## src/rtl/ps2_scan_rx.sv

```systemverilog
// ps2_scan_rx: PS/2 keyboard receiver folding E0/F0 prefixes into held scan/press/extended outputs with a strobe.
module ps2_scan_rx #(
  parameter int FILTER_LEN = 8,
  parameter int TIMEOUT    = 2047,
  parameter int TO_W       = 11
) (
  input  logic       CLK,
  input  logic       RESET_N,
  input  logic       PS2_CLK,
  input  logic       PS2_DATA,
  output logic [7:0] RX_SCAN,
  output logic       RX_PRESSED,
  output logic       RX_EXTENDED,
  output logic       RX_STROBE,
  output logic       RX_ERR
);
  localparam int FW = (FILTER_LEN > 1) ? $clog2(FILTER_LEN) : 1;
  typedef enum logic [1:0] {IDLE, DATA, PARITY, STOP} state_t;
  state_t state_q, state_d;
  logic [1:0] csync_q, dsync_q;
  logic [FW-1:0] fcnt_q;
  logic filt_q, filt_dly_q, fall, din;
  logic [2:0] bitcnt_q, bitcnt_d, skip_q, skip_d;
  logic [7:0] shift_q, shift_d, scan_q, scan_d;
  logic par_q, par_d, ext_q, ext_d, brk_q, brk_d;
  logic pressed_q, pressed_d, extd_q, extd_d, strobe_q, strobe_d, err_q, err_d;
  logic [TO_W-1:0] to_q, to_d;
  logic frame_ok, frame_bad, timeout, is_ctrl;
  assign fall = filt_dly_q & ~filt_q;
  assign din = dsync_q[1];
  assign RX_SCAN = scan_q;
  assign RX_PRESSED = pressed_q;
  assign RX_EXTENDED = extd_q;
  assign RX_STROBE = strobe_q;
  assign RX_ERR = err_q;
  // The filtered clock only moves after FILTER_LEN consecutive disagreeing samples.
  always_ff @(posedge CLK or negedge RESET_N) begin
    if (!RESET_N) begin
      csync_q <= 2'b11;
      dsync_q <= 2'b11;
      fcnt_q <= '0;
      filt_q <= 1'b1;
      filt_dly_q <= 1'b1;
    end else begin
      csync_q <= {csync_q[0], PS2_CLK};
      dsync_q <= {dsync_q[0], PS2_DATA};
      filt_dly_q <= filt_q;
      if (csync_q[1] == filt_q) fcnt_q <= '0;
      else if (fcnt_q == FW'(FILTER_LEN - 1)) begin
        filt_q <= ~filt_q;
        fcnt_q <= '0;
      end else fcnt_q <= fcnt_q + FW'(1);
    end
  end
  always_ff @(posedge CLK or negedge RESET_N) begin
    if (!RESET_N) begin
      state_q <= IDLE;
      bitcnt_q <= '0;
      shift_q <= '0;
      par_q <= 1'b0;
      to_q <= '0;
      ext_q <= 1'b0;
      brk_q <= 1'b0;
      skip_q <= '0;
      scan_q <= '0;
      pressed_q <= 1'b0;
      extd_q <= 1'b0;
      strobe_q <= 1'b0;
      err_q <= 1'b0;
    end else begin
      state_q <= state_d;
      bitcnt_q <= bitcnt_d;
      shift_q <= shift_d;
      par_q <= par_d;
      to_q <= to_d;
      ext_q <= ext_d;
      brk_q <= brk_d;
      skip_q <= skip_d;
      scan_q <= scan_d;
      pressed_q <= pressed_d;
      extd_q <= extd_d;
      strobe_q <= strobe_d;
      err_q <= err_d;
    end
  end
  always_comb begin
    state_d = state_q;
    bitcnt_d = bitcnt_q;
    shift_d = shift_q;
    par_d = par_q;
    to_d = (fall || state_q == IDLE) ? '0 : to_q + TO_W'(1);
    frame_ok = 1'b0;
    frame_bad = 1'b0;
    timeout = 1'b0;
    if (fall) begin
      case (state_q)
        IDLE: begin
          state_d = din ? IDLE : DATA;
          bitcnt_d = '0;
        end
        DATA: begin
          shift_d = {din, shift_q[7:1]};
          bitcnt_d = bitcnt_q + 3'd1;
          state_d = (bitcnt_q == 3'd7) ? PARITY : DATA;
        end
        PARITY: begin
          par_d = din;
          state_d = STOP;
        end
        default: begin
          state_d = IDLE;
          frame_ok = din & (^{shift_q, par_q});
          frame_bad = ~frame_ok;
        end
      endcase
    end else if (state_q != IDLE && to_q == TO_W'(TIMEOUT)) begin
      state_d = IDLE;
      timeout = 1'b1;
    end
  end
  // Byte handling is evaluated on the stop-bit fall so outputs land one cycle later.
  always_comb begin
    is_ctrl = shift_q inside {8'h00, 8'hAA, 8'hEE, 8'hFA, 8'hFE, 8'hFF};
    ext_d = frame_bad ? 1'b0 : ext_q;
    brk_d = frame_bad ? 1'b0 : brk_q;
    skip_d = skip_q;
    scan_d = scan_q;
    pressed_d = pressed_q;
    extd_d = extd_q;
    strobe_d = 1'b0;
    err_d = frame_bad | timeout;
    if (frame_ok) begin
      if (skip_q != 3'd0) skip_d = skip_q - 3'd1;
      else if (shift_q == 8'hE1) skip_d = 3'd7;
      else if (shift_q == 8'hE0) ext_d = 1'b1;
      else if (shift_q == 8'hF0) brk_d = 1'b1;
      else if (!is_ctrl) begin
        scan_d = shift_q;
        pressed_d = ~brk_q;
        extd_d = ext_q;
        strobe_d = 1'b1;
        ext_d = 1'b0;
        brk_d = 1'b0;
      end
    end
  end
endmodule

```

## config.mk

```make
export PLATFORM = sky130hd
export DESIGN_NAME = ps2_scan_rx
export DESIGN_NICKNAME = d
export VERILOG_FILES = /design/src/rtl/ps2_scan_rx.sv
export SDC_FILE = /design/constraint.sdc
export NUM_CORES = 1
export LEC_CHECK = 0
export ABC_AREA = 1
export CAP_MARGIN = 20
export CORE_MARGIN = 2
export CORE_UTILIZATION = 44
export DETAILED_ROUTE_END_ITERATION = 7
export GPL_ROUTABILITY_DRIVEN = 0
export PLACE_DENSITY_LB_ADDON = 0.05
export SLEW_MARGIN = 5
export SYNTH_ARGS = -nofsm -noshare
export SYNTH_HDL_FRONTEND = slang
export SYNTH_SLANG_ARGS = --single-unit
export TNS_END_PERCENT = 30
```

## constraint.sdc

```tcl
create_clock -name CLK -period 1.55 [get_ports CLK]
set_input_delay 0.2325 -clock CLK [delete_from_list [all_inputs] [get_ports CLK]]
set_output_delay 0.2325 -clock CLK [all_outputs]
set_load 0.1 [all_outputs]
```

Word level (Yosys, flattened, before mapping)
Cells that the tools add are included.
{ "totals": {"output_inout_bits": 12, "latchBits": 0, "elab_cells": 103, "in_bits": 4, "ff_bits": 51, "n_memories": 0, "mem_bits_rw": 0, "mem_bits_ro": 0} }
{ "op_classes": {"n_eq_ne": 14, "shift": 0, "reduce_logical": 18, "order_cmp": 0, "n_addsub": 4, "n_div": 0, "mul": 0, "bitwise": 12, "mux": 37} }
{ "op_table": {"columns": ["cell", "n"], "rows": [
  ["== test 8 bit, second input constant", 8],
  ["two-way mux 1 bit", 27],
  ["two-way mux 3 bit", 4],
  ["adder 11 x 1 -> 11 bit, second input constant", 1],
  ["== test 11 bit, second input constant", 1],
  ["two-way mux 11 bit", 1],
  ["AND reduction 2 bit", 5],
  ["inverter 1 bit", 9],
  ["parity 9 bit", 1],
  ["zero test 8 bit", 1],
  ["nonzero test 2 bit", 4],
  ["adder 3 x 1 -> 3 bit, second input constant", 2],
  ["== test 3 bit, second input constant", 2],
  ["two-way mux 2 bit", 3],
  ["case mux 2 bit (3 select lines)", 1],
  ["case mux 3 bit (2 select lines)", 1],
  ["AND reduction 6 bit", 1],
  ["nonzero test 6 bit", 1],
  ["nonzero test 3 bit", 1],
  ["OR reduction 3 bit", 1],
  ["subtractor 3 x 1 -> 3 bit, second input constant", 1],
  ["bitwise AND 1 bit", 2],
  ["== test 2 x 1 -> 1 bit, second input constant", 1],
  ["== test 2 bit, second input constant", 1],
  ["other kinds (5)", 5]
]} }

Longest topological paths before layout
{ "depth": {"depth_word": 12, "mapped_depth": 14, "depth_no_buf": 13} }

Worst setup path before layout
Ideal clock, no wire load.
{ "synth_path": {"kind": "reg-to-reg", "start": "reg shift_q[0]", "end": "reg extd_q, in the netlist RX_EXTENDED", "t_arrival_ns": 1.455, "required_ns": 1.428, "setup_ns": 0.122, "stages_incl_launch_ff": 14, "path_buffers": 1, "path_slack_ns": -0.027, "period_less_slack_ns": 1.577, "cell_sequence": "dfrtp_1 > nand2_1 > clkinv_1 > nor2_1 > nand2_2 > nand2_2 > nand2_2 > nand3_2 > nand3_4 > nor2_4 > nand2_2 > buf_6 > nand2_1 > nand2_1"} }
{ "synth_between": {"elab_chain_len": 5, "elab_cells_between_ends": 19, "cone_classes": "eq/ne (8); mux (2); bitwise (5); reduce/logical (4)"} }
{ "synth_lines": {"columns": ["item", "line", "text"], "rows": [
  ["from (decl)", "24", "logic [7:0] shift_q, shift_d, scan_q, scan_d;"],
  ["from (signal assigned)", "73", "shift_q <= shift_d;"],
  ["parity 9 bit", "112", "frame_ok = din & (^{shift_q, par_q});"],
  ["bitwise AND 1 bit", "112", null],
  ["two-way mux 1 bit", "96", "case (state_q)"],
  ["two-way mux 1 bit", "95", "if (fall) begin"],
  ["AND reduction 6 bit (no source line) *", null, null],
  ["to (signal assigned)", "81", "extd_q <= extd_d;"],
  ["to (decl)", "26", "logic pressed_q, pressed_d, extd_q, extd_d, strobe_q, strobe_d, err_q, err_d;"]
]} }
Every way passes the cells marked *; elsewhere a longest branch is shown, timed or not.
A chain may end at the register's enable or synchronous reset.

Worst setup path in the final report
{ "layout_path": {"start": "reg shift_q[4]", "end": "reg scan_q[3], in the netlist RX_SCAN[3]"} }
{ "layout_between": {"elab_chain_len": 5, "elab_cells_between_ends": 19, "cone_classes": "eq/ne (8); mux (2); bitwise (5); reduce/logical (4)"} }
{ "layout_lines": {"columns": ["item", "line", "text"], "rows": [
  ["parity 9 bit", "112", null],
  ["bitwise AND 1 bit", "112", null],
  ["two-way mux 1 bit", "96", null],
  ["two-way mux 1 bit", "95", null],
  ["AND reduction 6 bit (no source line) *", null, null],
  ["to (signal assigned)", "79", "scan_q <= scan_d;"],
  ["to (decl)", "24", null]
]} }
Marked as above.

==> out/results.ini <==
[pwr]
p_per_area_nw_per_um2=1020
p_leak_nw=1.82
total_power_mw=3.75
irDropWorstVdd_mv=0.615

[drt]
wirelength_mm=5.42
route.detailed.drc=0
avgRoutedWirePerCell_um=12.0
via_per_inst=4.70
drtIter0Drc=150
dr.pass1.iters=4
num_vias=2126
ant_nets=0

[timing]
tightest_slew_ns=0.339
hold_viol_final=0
final.min_clock_period_ns=1.84
finalMaxSlewViolations=0
slew_headroom=0.772
setup_ws_ns=-0.286
fin_worst_skew_ns=0.0117
fin_crit_sh=1.18
setup_viol=17
max_freq_mhz=545
rsz0062_at_grt=true

[grt]
grt_max_degree=52
grt_pass1_wl_mm=8.98
grt_pass1_vias=2044
antenna_found_initial=0
grt_use_total=0.182
gr-total-overflow=0

[synth]
synth_top_area_cell=dfrtp_1
ys_seq_area_frac=0.513
synth-edff-count=0
netlist.area_leader.share=0.450
synth_area_leaders=dfrtp_1 (45%), nand2_1 (14%), dfstp_2 (6.3%), inv_1 (5.4%), nor2_1 (3.9%)
synth_common_cells=nand2_1 (94), dfrtp_1 (45), inv_1 (36)
yosys.cell_count.top_type=nand2_1
syn_area_um2=2500
ys.flop_type=dfrtp_1
syn-num-nets=314
async_flop_share=1.00
synthCells=303
synth.distinct_cells=30
ys_ff_latch=51
ys_warn_count=0
avgSynthCellArea_um2=8.25

[critical_path]
worstPathArrival_ns=2.04
endpoint_kind=register
worstReg2RegEnd=RX_SCAN[3]
r2r_slack_ns=-0.29
worst-r2r-cell-count=11
r2r-start=shift_q[4]
critPathLaunchType=register
worstPathRequired_ns=1.76
critPathMaxFanout=5
setup.worst_path.class=register to register

[floorplan]
start_util=0.454
die_w_um=79.4
core_um2=5510
die_area_um2=6300
die_h_um=79.4
rows=27
ios=16

[cells_and_area]
design_area_um2=3670
layout-drive-gt1-share=0.382
area_growth_pct=46.7
finalNonFillerCells=452
nets=390
n_antenna_cell=0

[cts]
path_clk_slew_ns=0.09
cts.sinks=51
tritoncts=built
cts-root-buf=clkbuf_8
clock_latency_ns=0.30
cts_buffers=5
clockBufferDepth=2
htree_num_levels=2

[worst_hold_path]
hp-class=primary input to register
whs_path_depth=1
hp-start=PS2_DATA
holdPathEnd=dsync_q[0]

[status]
violations=negative setup slack
status=finished, violations left

[place]
place_area_um2=3120
port_buffers=15
dpl.cell_count=423
pre_cts_ws_ns=-0.420
dpl.hpwl_mm=3.44

[run]
maxCapViolCount=0

## kinds of logic after synthesis
kind of cell | Yosys count | synth area share
AO/OA/AOI/OAI | 24 | 0.0515
flip-flops | 51 | 0.513
AND/OR/NAND/NOR | 171 | 0.309
buffers and inverters | 45 | 0.0740
XOR/XNOR | 5 | 0.0175
adder cells (fa/ha/maj) | 7 | 0.0350
## worst max-delay path: stages, from the launching register on
cell	delay, ns
dfrtp_1	0.39
buf_4	0.15
inv_1	0.10
nand2_2	0.07
nor3_1	0.28
nand2_1	0.13
nand4_1	0.17
nor3_4	0.07
buf_12	0.15
buf_8	0.12
nand3_4	0.06
nand2_1	0.05
## repair_timing
action | 4_1_cts | 5_1_grt
setup buffers | 11 | 8
cloned | 1 | 1
endpoints found under the setup margin | 19 | 21
pin swaps | 19 | 22
hold endpoints to repair | 45 | 0
gates resized for setup | 30 | 40
hold buffers | 1 | 0
## layer usage
metal	vias up	wire [um]	track usage
met5	-	0	0
met1	970	2390	0.239
met2	47	2730	0.296
met4	0	104	0.0759
li1	1099	-	-
met3	10	193	0.0362
## cell usage in the layout (no fill, tap or decap), types with 2 or more instances in the layout
cell type | netlist | layout
o21ai_0 | 15 | 13
nand4_1 | 4 | 4
or2_2 | 2 | 2
clkdlybuf4s50_1 | 0 | 2
nor2_4 | 1 | 6
nand2_1 | 94 | 79
nor2_1 | 26 | 18
buf_12 | 0 | 16
nand3_4 | 1 | 4
nand2_4 | 0 | 3
buf_4 | 0 | 45
ha_1 | 7 | 7
xnor2_1 | 4 | 3
nor3_1 | 7 | 6
clkbuf_1 | 2 | 2
clkbuf_8 | 0 | 5
nor3b_1 | 4 | 4
nor2_2 | 3 | 6
dfstp_2 | 6 | 6
dfrtp_1 | 45 | 42
inv_1 | 36 | 35
nand3_2 | 2 | 8
nand2_2 | 7 | 19
buf_6 | 2 | 6
nand3_1 | 18 | 9
dfrtp_2 | 0 | 3
a21oi_1 | 6 | 5
inv_2 | 3 | 4
## flip-flops by register name (all words and copies together), names as in the netlist, 2 cells and up
signal / cells
to_q: 11
state_q: 2
fcnt_q: 3
dsync_q: 2
shift_q: 8
csync_q: 2
bitcnt_q: 3
RX_SCAN: 8
skip_q: 3
## through the flow
stage               utilization  hold WS, ns  TNS [ns]
CTS                       0.623        0.325     -3.53
global placement          0.566        0.245     -4.94
global route              0.666        0.332     -5.54
floorplan                     -      -0.0631    -0.163
finish                    0.666        0.336     -3.92
detailed placement        0.566        0.244     -5.91
## layout make-up
cell class / instances / area [um^2]
Tap cell: 72 / 90.1
Fill cell: 418 / 1840
Sequential cell: 51 / 1290
Timing Repair Buffer: 73 / 801
Multi-Input combinational cell: 208 / 1260
Clock inverter: 1 / 5.00
Clock buffer: 7 / 76.3
Inverter: 40 / 150
## report_power, final
part / leakage, nW / switching [mW] / internal (mW)
sequential: 0.680 / 0.110 / 1.49
clock: 0.0422 / 0.415 / 0.318
combinational: 1.10 / 0.730 / 0.690
total: 1.82 / 1.26 / 2.49
## worst max-delay path by stage
stage | from | end | cells after the start
finish | shift_q[4] | RX_SCAN[3] | 11
global route | shift_q[4] | RX_SCAN[1] | 11
CTS | shift_q[5] | RX_SCAN[5] | 13
detailed placement | shift_q[6] | RX_SCAN[5] | 10
global placement | shift_q[6] | RX_SCAN[4] | 10
floorplan | shift_q[0] | RX_EXTENDED | 13
No activity file was read; power rests on OpenSTA's default activity.
